`src/rtl/i2s_pkg.sv`:
```
// Shared I2S definitions: slot geometry and receiver FSM states.
`timescale 1ns/1ps
package i2s_pkg;

  localparam int unsigned I2S_SLOT_BITS = 32;
  localparam int unsigned I2S_CNT_W     = $clog2(I2S_SLOT_BITS + 1);

  typedef enum logic [1:0] {
    IDLE  = 2'd0,
    SHIFT = 2'd1,
    PAD   = 2'd2
  } i2s_rx_state_t;

endpackage

```
`src/rtl/i2s_sync.sv`:
```
// Synchronizes sclk/lrck/sdin into clk and flags sclk rising edges.
// All three paths have equal depth so the sampled lrck/sdin line up with the strobe.
`timescale 1ns/1ps
module i2s_sync #(
  parameter int unsigned STAGES = 2
) (
  input  logic clk,
  input  logic rst_n,
  input  logic sclk_i,
  input  logic lrck_i,
  input  logic sdin_i,
  output logic sclk_rise_o,
  output logic lrck_o,
  output logic sdin_o
);

  logic [STAGES-1:0] sclk_q;
  logic [STAGES-1:0] lrck_q;
  logic [STAGES-1:0] sdin_q;
  logic              sclk_d_q;

  always_ff @(posedge clk or negedge rst_n) begin
    if (!rst_n) begin
      sclk_q      <= '0;
      lrck_q      <= '0;
      sdin_q      <= '0;
      sclk_d_q    <= 1'b0;
      sclk_rise_o <= 1'b0;
      lrck_o      <= 1'b0;
      sdin_o      <= 1'b0;
    end else begin
      sclk_q      <= {sclk_q[STAGES-2:0], sclk_i};
      lrck_q      <= {lrck_q[STAGES-2:0], lrck_i};
      sdin_q      <= {sdin_q[STAGES-2:0], sdin_i};
      sclk_d_q    <= sclk_q[STAGES-1];
      sclk_rise_o <= sclk_q[STAGES-1] & ~sclk_d_q;
      lrck_o      <= lrck_q[STAGES-1];
      sdin_o      <= sdin_q[STAGES-1];
    end
  end

endmodule

```
`src/rtl/i2s_rx.sv`:
```
// I2S slave receiver: deserializes MSB-first left/right words and emits coherent pairs.
`timescale 1ns/1ps
module i2s_rx
  import i2s_pkg::*;
#(
  parameter int unsigned DATA_W      = 24,
  parameter int unsigned SYNC_STAGES = 2
) (
  input  logic              clk,
  input  logic              rst_n,
  input  logic              sclk,
  input  logic              lrck,
  input  logic              sdin,
  output logic [DATA_W-1:0] l_data,
  output logic [DATA_W-1:0] r_data,
  output logic              valid,
  output logic              err
);

  localparam logic [I2S_CNT_W-1:0] LAST_BIT  = I2S_CNT_W'(DATA_W - 1);
  localparam bit                   FULL_SLOT = (DATA_W == I2S_SLOT_BITS);

  logic rise_stb, lrck_s, sdin_s;

  i2s_sync #(.STAGES(SYNC_STAGES)) u_sync (
    .clk        (clk),
    .rst_n      (rst_n),
    .sclk_i     (sclk),
    .lrck_i     (lrck),
    .sdin_i     (sdin),
    .sclk_rise_o(rise_stb),
    .lrck_o     (lrck_s),
    .sdin_o     (sdin_s)
  );

  i2s_rx_state_t        state_q, state_d;
  logic [I2S_CNT_W-1:0] bit_cnt_q, bit_cnt_d;
  logic                 chan_q, chan_d;
  logic [DATA_W-1:0]    shreg_q, shreg_d;
  logic [DATA_W-1:0]    left_q, left_d;
  logic                 left_vld_q, left_vld_d;
  logic                 lrck_prev_q, lrck_prev_d;
  logic                 primed_q, primed_d;
  logic [DATA_W-1:0]    l_data_q, l_data_d;
  logic [DATA_W-1:0]    r_data_q, r_data_d;
  logic                 valid_q, valid_d;
  logic                 err_q, err_d;

  logic [DATA_W-1:0]    shift_in;
  logic                 boundary, word_done, start_slot;

  // The first strobe after reset only learns lrck, so a reset released
  // mid-slot never looks like a slot boundary.
  always_comb begin
    state_d     = state_q;
    bit_cnt_d   = bit_cnt_q;
    chan_d      = chan_q;
    shreg_d     = shreg_q;
    left_d      = left_q;
    left_vld_d  = left_vld_q;
    lrck_prev_d = lrck_prev_q;
    primed_d    = primed_q;
    l_data_d    = l_data_q;
    r_data_d    = r_data_q;
    valid_d     = 1'b0;
    err_d       = 1'b0;
    word_done   = 1'b0;
    start_slot  = 1'b0;
    shift_in    = {shreg_q[DATA_W-2:0], sdin_s};
    boundary    = primed_q && (lrck_s != lrck_prev_q);

    if (rise_stb) begin
      lrck_prev_d = lrck_s;
      primed_d    = 1'b1;
      unique case (state_q)
        IDLE: start_slot = boundary;
        SHIFT: begin
          if (boundary) begin
            // A full 32-bit word takes its LSB on the boundary strobe.
            if (FULL_SLOT && (bit_cnt_q == LAST_BIT)) begin
              word_done = 1'b1;
            end else begin
              err_d      = 1'b1;
              left_vld_d = 1'b0;
            end
            start_slot = 1'b1;
          end else begin
            shreg_d = shift_in;
            if (bit_cnt_q == LAST_BIT) begin
              word_done = 1'b1;
              state_d   = PAD;
            end else begin
              bit_cnt_d = bit_cnt_q + I2S_CNT_W'(1);
            end
          end
        end
        PAD:     start_slot = boundary;
        default: state_d = IDLE;
      endcase

      if (word_done) begin
        if (!chan_q) begin
          left_d     = shift_in;
          left_vld_d = 1'b1;
        end else begin
          if (left_vld_q) begin
            l_data_d = left_q;
            r_data_d = shift_in;
            valid_d  = 1'b1;
          end
          left_vld_d = 1'b0;
        end
      end

      if (start_slot) begin
        state_d   = SHIFT;
        bit_cnt_d = '0;
        chan_d    = lrck_s;
        if (!lrck_s) left_vld_d = 1'b0;
      end
    end
  end

  always_ff @(posedge clk or negedge rst_n) begin
    if (!rst_n) begin
      state_q     <= IDLE;
      bit_cnt_q   <= '0;
      chan_q      <= 1'b0;
      shreg_q     <= '0;
      left_q      <= '0;
      left_vld_q  <= 1'b0;
      lrck_prev_q <= 1'b0;
      primed_q    <= 1'b0;
      l_data_q    <= '0;
      r_data_q    <= '0;
      valid_q     <= 1'b0;
      err_q       <= 1'b0;
    end else begin
      state_q     <= state_d;
      bit_cnt_q   <= bit_cnt_d;
      chan_q      <= chan_d;
      shreg_q     <= shreg_d;
      left_q      <= left_d;
      left_vld_q  <= left_vld_d;
      lrck_prev_q <= lrck_prev_d;
      primed_q    <= primed_d;
      l_data_q    <= l_data_d;
      r_data_q    <= r_data_d;
      valid_q     <= valid_d;
      err_q       <= err_d;
    end
  end

  assign l_data = l_data_q;
  assign r_data = r_data_q;
  assign valid  = valid_q;
  assign err    = err_q;

endmodule

```
`config.mk`:
```
export PLATFORM = sky130hd
export DESIGN_NAME = i2s_rx
export DESIGN_NICKNAME = d
export VERILOG_FILES = /design/src/rtl/i2s_pkg.sv /design/src/rtl/i2s_sync.sv /design/src/rtl/i2s_rx.sv
export SDC_FILE = /design/constraint.sdc
export NUM_CORES = 1
export LEC_CHECK = 0
export CORE_MARGIN = 1.5
export CORE_UTILIZATION = 55
export CTS_CLUSTER_DIAMETER = 120
export DETAILED_ROUTE_END_ITERATION = 16
export PLACE_DENSITY = 0.89
export SLEW_MARGIN = 20
export SYNTH_ARGS = -nofsm -noshare
export SYNTH_HDL_FRONTEND = slang
export SYNTH_HIERARCHICAL = 1
export SYNTH_SLANG_ARGS = --single-unit
```
`constraint.sdc`:
```
create_clock -name clk -period 5.7 [get_ports clk]
set_clock_uncertainty 0.1 [all_clocks]
set_input_delay 0.57 -clock clk [delete_from_list [all_inputs] [get_ports clk]]
set_output_delay 0.57 -clock clk [all_outputs]
set_load 0.02 [all_outputs]
```
==> impl_summary.log <==
INFO  metric detail_route.drc_violations = 0
INFO  metric placed_cells_incl_taps = 437
INFO  metric leakage_power = 2.73 nW
INFO  metric postSynthCellCount = 288
INFO  metric drt-wirelength-per-cell = 18.4 um
INFO  metric cts_made_buffers = 17
INFO  metric rsz0062_at_grt = false
INFO  metric grt_overflow = 0
INFO  metric post_synth_instance_area = 4570 um^2
INFO  metric post-route-util = 70.4%
INFO  metric via_count = 2613
INFO  metric timing_max_transition_violations_final = 0
INFO  metric timing.max_slew.rel_slack = 41.3%
INFO  metric worstMarginPinSlew = 0.880 ns
INFO  metric area_growth = 25.4%
INFO  metric route.detailed.vias_per_inst = 5.57
INFO  metric port_buffers = 54
INFO  metric status = completed
INFO  metric clock_insertion_delay_worst_skew = 0.51 ns
INFO  metric synth-seq-cells = 119
INFO  metric arrival = 2.99 ns
INFO  metric critPathKind = reg2reg
INFO  metric maxClockFrequency = 371 MHz
INFO  metric antenna_found_initial = 0
INFO  metric maximum_fanout_encountered_on_the_critical_timing_path = 48
INFO  metric power.density = 354 nW/um^2
INFO  metric grt_max_degree = 74
INFO  metric placed_area = 5160 um^2
INFO  metric async_flop_share = 100%
INFO  metric slowest_delay = 0.57 ns
INFO  metric worst-endpoint-required = 5.99 ns
INFO  metric drt_iter0_drc = 104
INFO  metric number_of_global_route_vias_before_repair = 2611
INFO  metric synthMostInstantiatedCell = dfrtp_1
INFO  metric io-pin-count = 55
INFO  metric cts_hold_buf = 0
INFO  metric detail-route-antenna-nets = 0
INFO  metric cts_tree = done
INFO  metric dp_hpwl = 4850 um
INFO  metric placement.setup.worst_slack = 3.06 ns
INFO  metric first_pass_grt_wire_length = 13800 um
INFO  metric hold_class = in2async
INFO  metric final.period_utilization = 47.3%
INFO  metric floorplan.core_area = 8130 um^2
INFO  metric chipHeight = 94.1 um
INFO  metric cts.sinks = 119
INFO  metric diodes = 0
INFO  metric synth_seq_area_share = 65.2%
INFO  metric drt_pass1_iterations = 4
INFO  metric yosysUniqueCellTypes = 37
INFO  metric layout-drive-gt1-share = 32.7%
INFO  metric overall_track_demand_over_capacity_in_global_routing = 21.2%
INFO  metric synth_edf_count = 0
INFO  metric synth_top_area_share = 65.2%
INFO  metric synth_common_cells = dfrtp_1, mux2_2, mux2_1
INFO  metric root_buffer = clkbuf_8
INFO  metric endpoint_kind = flip-flop
INFO  metric yosys_warnings = 6
INFO  metric clkTransAtPathRegs = 0.06 ns
INFO  metric critical_path_buf_inv_count = 1
INFO  metric floorplan.die.width = 94.1 um
INFO  metric htree_levels = 4
INFO  metric finalSetupViolations = 0
INFO  metric floorplan.rows = 33
INFO  metric setup.worst_path.start_class = flip-flop
INFO  metric final_period_minus_worst_setup_slack = 2.70 ns
INFO  metric gates_resized_cts_repair = 0
INFO  metric dieArea = 8860 um^2
INFO  metric setup_ws = 3.00 ns
INFO  metric ctsLongestPathBuffers = 2
INFO  metric final-instance-count-excl-fill = 469
INFO  metric post_cts_setup_bufs = 0
INFO  metric summed_area_of_non_filler_cells_in_the_final_layout = 5730 um^2
INFO  metric initial_utilization = 56.2%
INFO  metric postSynth.topFlopCell = dfrtp_1
INFO  metric finalHoldViolCount = 0
INFO  metric mappedNetlistNets = 294
INFO  metric cp_cell_sequence = ha_1 > and4bb_2 > nand2_1 > nor4_4 > buf_4 > mux2_2
INFO  metric max_cap_violations = 0
INFO  metric cp_slowest_cell = buf_4
INFO  metric final_routed_wirelength = 8620 um
INFO  metric gp_congestion = 0.827
INFO  metric fin_nets = 357
INFO  metric peakVddDrop = 0.000243 V
INFO  metric avgSynthCellArea = 15.9 um^2
INFO  metric ys_top_cells_by_area = dfrtp_1, mux2_2, mux2_1, buf_6, nor4_4
INFO  metric yosys.area.top_type = dfrtp_1
INFO  metric setup_tns = 0 ns
INFO  metric critical_path.top_delay_family = simple AND/OR/NAND/NOR gates
[state kept, by name, indices dropped and copies added (netlist names), 2 cells and up]
signal and flops:
bit_cnt_q 6, u_sync/lrck_q 2, state_q 2, left_q 24, r_data 24, u_sync/sclk_q 2, shreg_q 23, u_sync/sdin_q 2
l_data 24
[worst paths after layout]
| path | from | to | slack (ns) | depth (start not counted) |
|---|---|---|---|---|
| min in group clk | u_sync/sclk_q[0]$_DFF_PN0_ | u_sync/sclk_q[1]$_DFF_PN0_ | 0.25 | 0 |
| worst max register to register | bit_cnt_q[0]$_DFFE_PN0P_ | r_data[18]$_DFFE_PN0P_ | 3.00 | 6 |
| worst min-delay path | rst_n | left_q[18]$_DFFE_PN0P_ | 0.09 | 1 |
| worst max-delay path | bit_cnt_q[0]$_DFFE_PN0P_ | r_data[18]$_DFFE_PN0P_ | 3.00 | 6 |
| worst min register to register | u_sync/sclk_q[0]$_DFF_PN0_ | u_sync/sclk_q[1]$_DFF_PN0_ | 0.25 | 0 |
| max in group asynchronous | rst_n | r_data[6]$_DFFE_PN0P_ | 4.29 | 2 |
[power by group]
part / total, W / internal [W] / switching, W
combinational: 0.000102 / 0.0000450 / 0.0000572
sequential: 0.000934 / 0.000885 / 0.0000491
clock: 0.000989 / 0.000603 / 0.000385
total: 0.00203 / 0.00153 / 0.000492
[cells in the final DEF, fill, tap and decap left out, drive strengths merged, types with 3 or more instances in the layout]
cell type | synthesis | final
mux2 | 96 | 96
o21ai | 8 | 8
nand3 | 3 | 3
nor2 | 5 | 5
a22o | 4 | 4
clkbuf | 1 | 19
inv | 0 | 3
clkinv | 0 | 4
nor4 | 3 | 3
clkdlybuf4s50 | 0 | 53
a21oi | 4 | 4
buf | 12 | 4
nand2 | 8 | 8
dfrtp | 119 | 119
clkinvlp | 0 | 5
[per-layer routing]
| metal | GRT usage [%] | vias to the layer above | routed length [um] |
|---|---|---|---|
| met3 | 6.31 | 13 | 332 |
| met1 | 28.4 | 1357 | 3890 |
| li1 | - | 1168 | - |
| met5 | 0 | - | 0 |
| met2 | 32.1 | 75 | 4240 |
| met4 | 9.58 | 0 | 155 |
[cells by family (layout without fill, tap and decap cells)]
family / count (synthesis) / in the layout / synth area share [%]
AOI/OAI and AO/OA: 24 / 24 / 3.48
muxes: 96 / 96 / 23.7
buffers and inverters: 13 / 89 / 2.25
adders and majority gates: 1 / 1 / 0.274
DFF: 119 / 119 / 65.2
xor gates and xnor gates: 1 / 1 / 0.192
and+or+nand+nor: 34 / 34 / 4.96
[final cells by class]
class	instances	area, um^2
Tap cell	105	131
Timing Repair Buffer	57	561
Fill cell	519	2410
Clock buffer	19	442
Clock inverter	13	121
Multi-Input combinational cell	156	1500
Sequential cell	119	2980
[stage by stage]
step / hold WS (ns) / power, W
2_1_floorplan: 0.174 / 0.000995
3_3_place_gp: 0.235 / 0.00103
3_5_place_dp: 0.238 / 0.00104
4_1_cts: 0.0981 / 0.00203
5_1_grt: 0.149 / 0.00210
6_report: 0.0868 / 0.00203
Note: power is estimated with default switching activity, not from simulation.
